===== src/rtl/ifu_pkg.sv =====
// Shared defaults and helpers for the instruction fetch unit.
package ifu_pkg;

    localparam int unsigned ADDR_WIDTH_DEF = 64;
    localparam int unsigned INST_WIDTH_DEF = 32;
    localparam logic [63:0] PC_RST         = 64'h0000_0000_8000_0000;
    localparam int unsigned IFU_DEPTH      = 4;

    // Counters must hold the value DEPTH itself, not just DEPTH-1.
    function automatic int unsigned cnt_width(input int unsigned depth);
        return $clog2(depth + 1);
    endfunction

endpackage


===== src/rtl/ifu_if.sv =====
// Fetch-unit bundle: memory request/response port, redirect input and decode-side output port.
interface ifu_if
    import ifu_pkg::*;
#(
    parameter int unsigned ADDR_WIDTH = ADDR_WIDTH_DEF,
    parameter int unsigned INST_WIDTH = INST_WIDTH_DEF
);

    logic                  mem_req_valid;
    logic                  mem_req_ready;
    logic [ADDR_WIDTH-1:0] mem_req_addr;
    logic                  mem_resp_valid;
    logic [INST_WIDTH-1:0] mem_resp_data;
    logic                  mem_resp_err;
    logic                  redirect_valid;
    logic [ADDR_WIDTH-1:0] redirect_pc;
    logic                  out_valid;
    logic                  out_ready;
    logic [ADDR_WIDTH-1:0] out_pc;
    logic [INST_WIDTH-1:0] out_inst;
    logic                  out_err;

    // master is the fetch unit; slave is the memory/decode/branch environment.
    modport master (
        output mem_req_valid, mem_req_addr, out_valid, out_pc, out_inst, out_err,
        input  mem_req_ready, mem_resp_valid, mem_resp_data, mem_resp_err,
        input  redirect_valid, redirect_pc, out_ready
    );

    modport slave (
        input  mem_req_valid, mem_req_addr, out_valid, out_pc, out_inst, out_err,
        output mem_req_ready, mem_resp_valid, mem_resp_data, mem_resp_err,
        output redirect_valid, redirect_pc, out_ready
    );

endinterface


===== src/rtl/ifu_queue.sv =====
// Slot ring for fetched {pc, inst, err}: slots are allocated at issue, filled in order
// by responses, popped at the head, and flushed wholesale on redirect.
module ifu_queue
    import ifu_pkg::*;
#(
    parameter int unsigned ADDR_WIDTH = ADDR_WIDTH_DEF,
    parameter int unsigned INST_WIDTH = INST_WIDTH_DEF,
    parameter int unsigned DEPTH      = IFU_DEPTH,
    localparam int unsigned CW        = cnt_width(DEPTH),
    localparam int unsigned PW        = $clog2(DEPTH)
) (
    input  logic                  clk,
    input  logic                  rst,
    input  logic                  alloc_i,
    input  logic [ADDR_WIDTH-1:0] alloc_pc_i,
    input  logic                  fill_i,
    input  logic [INST_WIDTH-1:0] fill_inst_i,
    input  logic                  fill_err_i,
    input  logic                  pop_i,
    input  logic                  flush_i,
    output logic [CW-1:0]         count_o,
    output logic                  head_valid_o,
    output logic [ADDR_WIDTH-1:0] head_pc_o,
    output logic [INST_WIDTH-1:0] head_inst_o,
    output logic                  head_err_o
);

    typedef struct packed {
        logic [ADDR_WIDTH-1:0] pc;
        logic [INST_WIDTH-1:0] inst;
        logic                  err;
        logic                  filled;
    } slot_t;

    slot_t         slot_q [DEPTH];
    logic [PW-1:0] head_q, tail_q, fill_q;
    logic [CW-1:0] count_q, count_d;

    // NOTE: count_d gets a default before any branch so no path leaves it unassigned (no latch).
    always_comb begin
        count_d = count_q;
        if (flush_i) begin
            count_d = CW'(alloc_i);
        end else begin
            count_d = count_q - CW'(pop_i) + CW'(alloc_i);
        end
    end

    // NOTE: the slot array is reset too, so the head tuple reads as zero straight out of reset.
    always_ff @(posedge clk) begin
        if (rst) begin
            head_q  <= '0;
            tail_q  <= '0;
            fill_q  <= '0;
            count_q <= '0;
            for (int i = 0; i < int'(DEPTH); i++) begin
                slot_q[i] <= '0;
            end
        end else begin
            count_q <= count_d;
            if (flush_i) begin
                head_q <= tail_q;
                fill_q <= tail_q;
                for (int i = 0; i < int'(DEPTH); i++) begin
                    slot_q[i].filled <= 1'b0;
                end
            end else begin
                if (fill_i) begin
                    slot_q[fill_q].inst   <= fill_inst_i;
                    slot_q[fill_q].err    <= fill_err_i;
                    slot_q[fill_q].filled <= 1'b1;
                    fill_q                <= fill_q + PW'(1);
                end
                if (pop_i) begin
                    slot_q[head_q].filled <= 1'b0;
                    head_q                <= head_q + PW'(1);
                end
            end
            // Allocation lands after a flush, so a redirect target can claim the first fresh slot.
            if (alloc_i) begin
                slot_q[tail_q].pc     <= alloc_pc_i;
                slot_q[tail_q].filled <= 1'b0;
                tail_q                <= tail_q + PW'(1);
            end
        end
    end

    assign count_o      = count_q;
    assign head_valid_o = slot_q[head_q].filled;
    assign head_pc_o    = slot_q[head_q].pc;
    assign head_inst_o  = slot_q[head_q].inst;
    assign head_err_o   = slot_q[head_q].err;

endmodule


===== src/rtl/ifu.sv =====
// Instruction fetch unit: sequential 4-byte fetches, in-order responses into a slot ring,
// redirect flushes the ring and discards responses for requests issued before it.
module ifu
    import ifu_pkg::*;
#(
    parameter int unsigned           ADDR_WIDTH = ADDR_WIDTH_DEF,
    parameter int unsigned           INST_WIDTH = INST_WIDTH_DEF,
    parameter logic [ADDR_WIDTH-1:0] RESET_PC   = ADDR_WIDTH'(PC_RST),
    parameter int unsigned           DEPTH      = IFU_DEPTH
) (
    input logic   clk,
    input logic   rst,
    ifu_if.master bus
);

    localparam int unsigned CW = cnt_width(DEPTH);

    logic                  req_valid_q, req_valid_d;
    logic [ADDR_WIDTH-1:0] req_addr_q, req_addr_d;
    logic [ADDR_WIDTH-1:0] fetch_pc_q, fetch_pc_d, issue_pc;
    logic [CW-1:0]         inflight_q, inflight_d, drop_q, drop_d;
    logic [CW-1:0]         alloc_cnt, alloc_after;
    logic                  req_held, resp_fire, resp_drop, resp_fill, pop, issue, head_valid;

    assign req_held  = req_valid_q && !bus.mem_req_ready;
    assign resp_fire = bus.mem_resp_valid && (inflight_q != '0);
    assign resp_drop = resp_fire && (drop_q != '0);
    assign resp_fill = resp_fire && !resp_drop;
    assign pop       = head_valid && bus.out_ready;

    // NOTE: next-state logic uses blocking '=' in always_comb; state registers update with '<=' only.
    always_comb begin
        issue_pc    = bus.redirect_valid ? (bus.redirect_pc & ~ADDR_WIDTH'(3)) : fetch_pc_q;
        alloc_after = bus.redirect_valid ? '0 : alloc_cnt - CW'(pop);
        // On redirect every issued-but-unanswered request becomes a drop, the held one included.
        drop_d      = bus.redirect_valid ? inflight_q - CW'(resp_fire) : drop_q - CW'(resp_drop);
        issue       = !req_held && (({1'b0, alloc_after} + {1'b0, drop_d}) < (CW + 1)'(DEPTH));
        req_valid_d = issue || req_held;
        req_addr_d  = issue ? issue_pc : req_addr_q;
        fetch_pc_d  = issue ? issue_pc + ADDR_WIDTH'(4) : issue_pc;
        inflight_d  = inflight_q + CW'(issue) - CW'(resp_fire);
    end

    always_ff @(posedge clk) begin
        if (rst) begin
            req_valid_q <= 1'b0;
            req_addr_q  <= RESET_PC;
            fetch_pc_q  <= RESET_PC;
            inflight_q  <= '0;
            drop_q      <= '0;
        end else begin
            req_valid_q <= req_valid_d;
            req_addr_q  <= req_addr_d;
            fetch_pc_q  <= fetch_pc_d;
            inflight_q  <= inflight_d;
            drop_q      <= drop_d;
        end
    end

    ifu_queue #(
        .ADDR_WIDTH(ADDR_WIDTH),
        .INST_WIDTH(INST_WIDTH),
        .DEPTH     (DEPTH)
    ) u_queue (
        .clk         (clk),
        .rst         (rst),
        .alloc_i     (issue),
        .alloc_pc_i  (issue_pc),
        .fill_i      (resp_fill),
        .fill_inst_i (bus.mem_resp_data),
        .fill_err_i  (bus.mem_resp_err),
        .pop_i       (pop),
        .flush_i     (bus.redirect_valid),
        .count_o     (alloc_cnt),
        .head_valid_o(head_valid),
        .head_pc_o   (bus.out_pc),
        .head_inst_o (bus.out_inst),
        .head_err_o  (bus.out_err)
    );

    assign bus.mem_req_valid = req_valid_q;
    assign bus.mem_req_addr  = req_addr_q;
    assign bus.out_valid     = head_valid;

    resp_needs_inflight: assert property (@(posedge clk) disable iff (rst)
        !(bus.mem_resp_valid && inflight_q == '0));

endmodule


===== src/flat_wrapper.sv =====
// flat-port wrapper written by rule: the top's interface ports become plain ports
module ifu_flat import ifu_pkg::*;
#(
    parameter int unsigned           ADDR_WIDTH = ADDR_WIDTH_DEF,
    parameter int unsigned           INST_WIDTH = INST_WIDTH_DEF,
    parameter logic [ADDR_WIDTH-1:0] RESET_PC   = ADDR_WIDTH'(PC_RST),
    parameter int unsigned           DEPTH      = IFU_DEPTH
)
  (clk, rst, bus_mem_req_valid, bus_mem_req_addr, bus_out_valid, bus_out_pc, bus_out_inst, bus_out_err, bus_mem_req_ready, bus_mem_resp_valid, bus_mem_resp_data, bus_mem_resp_err, bus_redirect_valid, bus_redirect_pc, bus_out_ready);
  ifu_if #(.ADDR_WIDTH(ADDR_WIDTH), .INST_WIDTH(INST_WIDTH)) bus_i ();
  input logic clk;
  input logic rst;
  output wire logic [$bits(bus_i.mem_req_valid)-1:0] bus_mem_req_valid;
  output wire logic [$bits(bus_i.mem_req_addr)-1:0] bus_mem_req_addr;
  output wire logic [$bits(bus_i.out_valid)-1:0] bus_out_valid;
  output wire logic [$bits(bus_i.out_pc)-1:0] bus_out_pc;
  output wire logic [$bits(bus_i.out_inst)-1:0] bus_out_inst;
  output wire logic [$bits(bus_i.out_err)-1:0] bus_out_err;
  input wire logic [$bits(bus_i.mem_req_ready)-1:0] bus_mem_req_ready;
  input wire logic [$bits(bus_i.mem_resp_valid)-1:0] bus_mem_resp_valid;
  input wire logic [$bits(bus_i.mem_resp_data)-1:0] bus_mem_resp_data;
  input wire logic [$bits(bus_i.mem_resp_err)-1:0] bus_mem_resp_err;
  input wire logic [$bits(bus_i.redirect_valid)-1:0] bus_redirect_valid;
  input wire logic [$bits(bus_i.redirect_pc)-1:0] bus_redirect_pc;
  input wire logic [$bits(bus_i.out_ready)-1:0] bus_out_ready;
  assign bus_mem_req_valid = bus_i.mem_req_valid;
  assign bus_mem_req_addr = bus_i.mem_req_addr;
  assign bus_out_valid = bus_i.out_valid;
  assign bus_out_pc = bus_i.out_pc;
  assign bus_out_inst = bus_i.out_inst;
  assign bus_out_err = bus_i.out_err;
  assign bus_i.mem_req_ready = bus_mem_req_ready;
  assign bus_i.mem_resp_valid = bus_mem_resp_valid;
  assign bus_i.mem_resp_data = bus_mem_resp_data;
  assign bus_i.mem_resp_err = bus_mem_resp_err;
  assign bus_i.redirect_valid = bus_redirect_valid;
  assign bus_i.redirect_pc = bus_redirect_pc;
  assign bus_i.out_ready = bus_out_ready;
  ifu #(.ADDR_WIDTH(ADDR_WIDTH), .INST_WIDTH(INST_WIDTH), .RESET_PC(RESET_PC), .DEPTH(DEPTH)) u_core (.clk(clk), .rst(rst), .bus(bus_i));
endmodule

===== config.mk =====
export PLATFORM = sky130hd
export DESIGN_NAME = ifu_flat
export DESIGN_NICKNAME = d
export VERILOG_FILES = /design/src/rtl/ifu_pkg.sv /design/src/rtl/ifu_if.sv /design/src/rtl/ifu_queue.sv /design/src/rtl/ifu.sv /design/src/flat_wrapper.sv
export SDC_FILE = /design/constraint.sdc
export NUM_CORES = 1
export LEC_CHECK = 0
export ABC_AREA = 1
export ABC_CLOCK_PERIOD_IN_PS = 7100
export CAP_MARGIN = 20
export CORE_MARGIN = 1
export CORE_UTILIZATION = 46
export CTS_CLUSTER_SIZE = 8
export DETAILED_ROUTE_END_ITERATION = 10
export PLACE_DENSITY = 0.67
export SLEW_MARGIN = 25
export SYNTH_ARGS = -nofsm -noshare
export SYNTH_HDL_FRONTEND = slang
export SYNTH_SLANG_ARGS = --single-unit
export TNS_END_PERCENT = 50

===== constraint.sdc =====
create_clock -name clk -period 7.1 [get_ports clk]
set_input_delay 1.065 -clock clk [delete_from_list [all_inputs] [get_ports clk]]
set_output_delay 1.065 -clock clk [all_outputs]
set_load 0.01 [all_outputs]

==> results of run 1 <==
## area by class of cell
| cell class | count | area [sq um] | share of cell area (%) |
|---|---|---|---|
| Antenna cell | 1 | 2.50 | 0.00840 |
| Clock buffer | 117 | 2120 | 7.11 |
| Clock inverter | 2 | 16.3 | 0.0546 |
| Inverter | 198 | 746 | 2.50 |
| Multi-Input combinational cell | 1900 | 8420 | 28.2 |
| Sequential cell | 538 | 14700 | 49.2 |
| Tap cell | 688 | 861 | 2.89 |
| Timing Repair Buffer | 298 | 2970 | 9.98 |
## synth_stat cells, drive strengths merged (2+ instances only)
cell / count
ha: 25
edfxtp: 388
dfxtp: 150
nor2: 793
a31oi: 4
clkbuf: 105
o21ai: 255
nand4: 8
nor3: 17
nand3: 27
inv: 197
a21oi: 103
nand3b: 2
o31ai: 2
nand2: 552
or2: 2
buf: 49
xor2: 5
o22ai: 98
o21a: 2
## metal layers
layer / routed length (microns) / global-route usage, % / part of all wire, %
met3: 5540 / 4.74 / 7.7
met5: 32 / 0 / 0.044
met4: 2790 / 12.4 / 3.9
met2: 34100 / 42.7 / 47
met1: 29500 / 33.8 / 41
## final timing paths
check                           slack [ns]                          endpoint                            start
worst max-delay path                  1.97  u_core.fetch_pc_q[53]$_SDFF_PP0_                             flop
worst min-delay path                  0.44   u_core.fetch_pc_q[0]$_SDFF_PP0_  u_core.fetch_pc_q[0]$_SDFF_PP0_
worst max register to register        1.97  u_core.fetch_pc_q[53]$_SDFF_PP0_                             flop
worst min register to register        0.44   u_core.fetch_pc_q[0]$_SDFF_PP0_  u_core.fetch_pc_q[0]$_SDFF_PP0_
## cell families after synthesis
kind of cell,Yosys count
AND/OR/NAND/NOR,1402
flip-flops,538
AO/OA/AOI/OAI,466
buffers and inverters,352
adder cells (fa/ha/maj),26
XOR/XNOR,6
## worst register-to-register path: cells and delay by family (launching register included)
kind / cells / cell delay [ns]
and+or+nand+nor: 11 / 1.80
buffers and inverters: 4 / 1.62
adders and majority gates: 3 / 0.64
AOI/OAI and AO/OA: 2 / 0.42
DFF: 1 / 0.35
xor gates and xnor gates: 1 / 0.19
## power groups by stage
stage	clock (W)	combinational, W	sequential, W
after floorplan	0	0.00145	0.00412
after global placement	0	0.00279	0.00410
after detailed placement	0	0.00285	0.00412
after CTS	0.00337	0.00286	0.00406
after global routing	0.00350	0.00309	0.00410
final	0.00333	0.00286	0.00406
## sequential cells by signal (all words and copies together), names as in the netlist, named ones only
register,cells
u_core.drop_q,3
u_core.u_queue.fill_q,2
u_core.u_queue.count_o,3
u_core.u_queue.tail_q,2
u_core.u_queue.slot_q,392
u_core.inflight_q,3
u_core.bus.mem_req_valid,1
u_core.bus.mem_req_addr,64
u_core.u_queue.head_q,2
u_core.fetch_pc_q,64
## stage by stage
stage | instance area, sq um | setup slack (ns) | hold slack, ns | total power [W] | utilization [%]
3_3_place_gp | 27600 | 1.96 | 0.430 | 0.00689 | 52.6
2_1_floorplan | 24500 | 2.00 | 0.417 | 0.00558 | -
3_5_place_dp | 27600 | 1.85 | 0.433 | 0.00697 | 52.6
4_1_cts | 29800 | 1.97 | 0.442 | 0.0103 | 56.6
6_report | 29800 | 1.97 | 0.438 | 0.0102 | 56.7
5_1_grt | 29800 | 1.56 | 0.460 | 0.0107 | 56.7
==> flow_summary.json, run 1 <==
{
  "status": "finished, final reports clean",
  "synth_area_per_cell_sq_um": 8.78,
  "synth.cell_area_sq_mm": 0.0245,
  "timing.critical_path.from_type": "flop",
  "end_kind": "flop",
  "finalSetupTns_ns": 0,
  "grt_pass1_vias": 19600,
  "path_max_fanout": 87,
  "ys_top_cells_by_area": "sky130_fd_sc_hd__edfxtp_1 48%, sky130_fd_sc_hd__dfxtp_1 12%, sky130_fd_sc_hd__nor2_1 12%",
  "power.combinational.fraction_pct": 27.9,
  "detailroute.via_count": 20300,
  "final.period_utilization_pct": 72.3,
  "syn_inst": 2790,
  "number_of_cells_traversed_by_the_worst_register_to_register_path": 21,
  "stdcell_count": 3742,
  "power.static_leakage_nw": 11.7,
  "synth_top_family_by_area": "simple AND/OR/NAND/NOR gates",
  "floorplan.die_area_sq_mm": 0.0542,
  "nFillCells": 4653,
  "cts.path.max_buffers": 3,
  "synthDominantCellAreaShare_pct": 47.6,
  "synthDistinctLibCells": 39,
  "final_common_cell": "sky130_fd_sc_hd__nor2_1",
  "route.detailed.wl_per_inst_microns": 19.2,
  "cp_cell_sequence": "buf_4, o21ai_0, o22ai_1, nand2_1, inv_1, ha_1, ha_1, xnor2_1, nor2_1, ha_1, nor3_1, nand3_2, inv_2, buf_4, nand3_2, nor2_4, nand2_1, nor2_1, nand2_1, nand2_1, nor2_1",
  "grt_use_total_pct": 26.2,
  "post-cts-setup-buffers": 0,
  "ys.warnings.count": 0,
  "clockRootBuffer": "sky130_fd_sc_hd__clkbuf_16",
  "cell_internal_pwr_w": 0.00699,
  "clock_latency_ns": 0.60,
  "share_of_the_synthesized_area_in_compound_gates_ao_oa_aoi_oai_pct": 10.2,
  "cp.arrival_ns": 5.62,
  "cell_type_group_with_the_largest_total_delay_on_the_critical_path": "simple AND/OR/NAND/NOR gates",
  "yosys_register_bits": 538,
  "yosys.area_share.adder_pct": 1.36,
  "cts_tree": "built",
  "asyncSetResetFlopFracSynth_pct": 0,
  "synth-xor-area-share_pct": 0.215,
  "sw_frac_of_total_pct": 31.8,
  "path_common_cell": "sky130_fd_sc_hd__nand2_1",
  "drive_above_1_share_pct": 6.52,
  "syn_to_final_growth_pct": 21.7,
  "clkSinkCount": 538,
  "hold_path_class": "flop to flop",
  "whs_path_depth": 2,
  "hold_violations": 0,
  "max_freq_mhz": 195,
  "cts_hold_repair.buffers": 0,
  "report.final.slew_viol_count": 0,
  "fin_crit_ns": 5.13,
  "port_buffers": 263,
  "synth_fp_nets": 2919,
  "synth-edff-count": 388,
  "drc_errors": 0,
  "slew-limit-headroom_pct": 33.1,
  "max_slew.worst_pin.slew_ns": 1.00,
  "cts.repair.resized": 0,
  "timing.max_cap.violations": 0,
  "rsz0062_at_grt": "no",
  "initialDrtViolationCount": 1848,
  "clock_power_share_pct": 32.5,
  "place.detailed.hpwl_microns": 43900,
  "synthDominantAreaCellType": "sky130_fd_sc_hd__edfxtp_1",
  "final_cell_mix": "768 x sky130_fd_sc_hd__nor2_1, 522 x sky130_fd_sc_hd__nand2_1, 388 x sky130_fd_sc_hd__edfxtp_1",
  "critical_path_class": "flop to flop",
  "synthSimpleGateAreaFrac_pct": 22.5,
  "floorplan.initialDensity_pct": 46.6,
  "critical_path_buf_inv_count": 4,
  "p_per_area_mw_per_mm2": 344,
  "setup_viol": 0,
  "share_seq_of_total_power_pct": 39.6,
  "p_switching_w": 0.00325,
  "detailedRoute.firstPassIterationCount": 6,
  "finalClockSkew_ns": 0.0215,
  "die_w_microns": 233,
  "finish.net_count": 3142,
  "final_antenna_net_count": 0,
  "clk_slew_on_worst_s_h_paths_ns": 0.05,
  "core_region_area_sq_mm": 0.0526,
  "cts_buffers": 77,
  "antenna_found_initial": 3,
  "worst-endpoint-required_ns": 7.59,
  "viasPerCell": 5.43,
  "routed_wirelength_microns": 71900,
  "grt_start_max_net_pins": 111,
  "synth-main-ff-cell": "sky130_fd_sc_hd__edfxtp_1",
  "timing.critical_path.depth": 21,
  "synth.area.mux_share_pct": 0,
  "post-place-cells": 3621,
  "maximum_vdd_drop_mv": 0.202,
  "cts_htree_levels": 3,
  "die_h_microns": 233,
  "routabilityCongestion": 0.926,
  "globalRoute.totalOverflow": 0,
  "synth_sequential_area_ratio_pct": 59.9,
  "core.rowCount": 84,
  "io_pins": 266,
  "grt_first_pass_wirelength_microns": 108000,
  "cp_slowest_cell": "sky130_fd_sc_hd__buf_4",
  "critical-path-max-stage-delay_ns": 0.72
}
(Power assumes the default switching activity.)
==> inputs of run 2 (changes only) <==
Settings changed: ABC_CLOCK_PERIOD_IN_PS 7100 to 4500, PLACE_DENSITY 0.67 to 0.7.
Clock period 7.1 ns to 4.5 ns, I/O delays scaled along.
==> flow_summary.json, run 2 (synthesis results as in run 1) <==
{
  "globalRoute.totalOverflow": 0,
  "timing.max_cap.violations": 0,
  "power.static_leakage_nw": 11.8,
  "core.rowCount": 84,
  "end_kind": "flop",
  "p_switching_w": 0.00513,
  "syn_to_final_growth_pct": 22.4,
  "clkSinkCount": 538,
  "routed_wirelength_microns": 71400,
  "cp_cell_sequence": "inv_6, o21ai_0, o22ai_1, nand2_1, inv_1, ha_1, ha_1, xnor2_1, nor2_1, ha_1, nor3_1, nand3_2, buf_4, nor2_1, buf_4, nand2_2, nand2_2, buf_12",
  "core_region_area_sq_mm": 0.0526,
  "grt_start_max_net_pins": 195,
  "stdcell_count": 3751,
  "route.detailed.wl_per_inst_microns": 19.0,
  "clock_power_share_pct": 32.6,
  "drc_errors": 0,
  "finalHoldWorstSlack_ns": 0.441,
  "cell_internal_pwr_w": 0.0111,
  "clk_slew_on_worst_s_h_paths_ns": 0.05,
  "floorplan.initialDensity_pct": 46.6,
  "num_antenna_cells": 0,
  "hold_path_class": "flop to flop",
  "grt_first_pass_wirelength_microns": 109000,
  "slew-limit-headroom_pct": 39.9,
  "floorplan.die_area_sq_mm": 0.0542,
  "status": "finished, final reports clean",
  "post_dp_cell_area_sq_mm": 0.0278,
  "final_cell_mix": "768 x sky130_fd_sc_hd__nor2_1, 522 x sky130_fd_sc_hd__nand2_1, 388 x sky130_fd_sc_hd__edfxtp_1",
  "cts.repair.resized": 0,
  "sw_frac_of_total_pct": 31.5,
  "cts_tree": "built",
  "share_seq_of_total_power_pct": 39.4,
  "fin_crit_ns": 4.00,
  "final_common_cell": "sky130_fd_sc_hd__nor2_1",
  "p_per_area_mw_per_mm2": 543,
  "cts.path.max_buffers": 3,
  "worst-endpoint-required_ns": 4.78,
  "critical_path_buf_inv_count": 5,
  "cp_slowest_cell": "sky130_fd_sc_hd__dfxtp_4",
  "clock_latency_ns": 0.61,
  "report.final.slew_viol_count": 0,
  "max_slew.worst_pin.slew_ns": 0.902,
  "timing.critical_path.from_type": "flop",
  "port_buffers": 263,
  "cts_buffers": 77,
  "grt_use_total_pct": 26.2,
  "path_common_cell": "sky130_fd_sc_hd__ha_1",
  "io_pins": 266,
  "power.combinational.fraction_pct": 27.9,
  "finish.net_count": 3148,
  "hold_violations": 0,
  "cp.arrival_ns": 4.28,
  "max_freq_mhz": 250,
  "largest_reg_flops": 392,
  "post-cts-setup-buffers": 0,
  "place.detailed.hpwl_microns": 44400,
  "final.period_utilization_pct": 88.8,
  "setup_viol": 0,
  "clockRootBuffer": "sky130_fd_sc_hd__clkbuf_16",
  "finish.instance_area_sq_mm": 0.0300,
  "rsz0062_at_grt": "no",
  "viasPerCell": 5.45,
  "critical-path-max-stage-delay_ns": 0.50,
  "maximum_vdd_drop_mv": 0.365,
  "die_w_microns": 233,
  "critical_path_class": "flop to flop",
  "antenna_found_initial": 3,
  "path_max_fanout": 25,
  "post-place-cells": 3628,
  "grt_pass1_vias": 20100,
  "postLayoutSetupSlackWorst_ns": 0.504,
  "detailedRoute.firstPassIterationCount": 5,
  "routabilityCongestion": 0.927,
  "largest_register": "u_core.u_queue.slot_q",
  "cell_type_group_with_the_largest_total_delay_on_the_critical_path": "simple AND/OR/NAND/NOR gates",
  "initialDrtViolationCount": 1841,
  "cts_hold_repair.buffers": 0,
  "die_h_microns": 233,
  "detailroute.via_count": 20500,
  "cts_htree_levels": 3,
  "pre_cts_ws_ns": 0.228,
  "final_antenna_net_count": 0,
  "finish.utilization_pct": 57.1,
  "drive_above_1_share_pct": 6.82,
  "finalClockSkew_ns": 0.0242
}
run 2: cell type report:
cell class,instances,area (sq um)
inverters,198,748
flip-flops and latches,538,14700
clock buffers,118,2140
clock inverters,5,47.5
repair buffers,304,3100
fillers,4589,22600
multi-input cells,1900,8420
well taps,688,861
run 2: worst paths after layout:
path | start | to | slack [ns] | cells past startpoint
setup / recovery | flop | u_core.u_queue.slot_q[2][91]$_SDFFCE_PN0P_ | 0.50 | 18
hold / removal | u_core.fetch_pc_q[0]$_SDFF_PP0_ | u_core.fetch_pc_q[0]$_SDFF_PP0_ | 0.44 | 2
setup reg to reg | flop | u_core.u_queue.slot_q[2][91]$_SDFFCE_PN0P_ | 0.50 | 18
hold reg to reg | u_core.fetch_pc_q[0]$_SDFF_PP0_ | u_core.fetch_pc_q[0]$_SDFF_PP0_ | 0.44 | 2
run 2: worst reg2reg max path, cell delays in order (launching register included):
cell	delay (ns)
sky130_fd_sc_hd__dfxtp_4	0.50
sky130_fd_sc_hd__inv_6	0.06
sky130_fd_sc_hd__o21ai_0	0.16
sky130_fd_sc_hd__o22ai_1	0.11
sky130_fd_sc_hd__nand2_1	0.14
sky130_fd_sc_hd__inv_1	0.07
sky130_fd_sc_hd__ha_1	0.18
sky130_fd_sc_hd__ha_1	0.19
sky130_fd_sc_hd__xnor2_1	0.28
sky130_fd_sc_hd__nor2_1	0.09
sky130_fd_sc_hd__ha_1	0.29
sky130_fd_sc_hd__nor3_1	0.37
sky130_fd_sc_hd__nand3_2	0.16
sky130_fd_sc_hd__buf_4	0.22
sky130_fd_sc_hd__nor2_1	0.09
sky130_fd_sc_hd__buf_4	0.15
sky130_fd_sc_hd__nand2_2	0.08
sky130_fd_sc_hd__nand2_2	0.27
sky130_fd_sc_hd__buf_12	0.25
run 2: metrics by stage:
step,total power (W),TNS [ns]
after floorplan,0.00879,-75.06
after global placement,0.0109,0
after detailed placement,0.0110,0
after CTS,0.0163,0
after global routing,0.0170,0
final,0.0163,0
run 2: metal layers:
metal / global-route usage (%) / vias to the layer above / part of all wire, %
met2: 43.8 / 950 / 48
met5: 0 / - / 0.050
met3: 4.26 / 142 / 7.7
met4: 10.5 / 6 / 3.1
li1: - / 9645 / -
met1: 34.0 / 9716 / 41
run 2: power groups by stage:
stage,Clock [W],Sequential [W],Combinational (W)
finish,0.00531,0.00642,0.00455
global route,0.00556,0.00647,0.00494
CTS,0.00538,0.00642,0.00455
detailed placement,0,0.00650,0.00452
global placement,0,0.00647,0.00445
floorplan,0,0.00650,0.00229
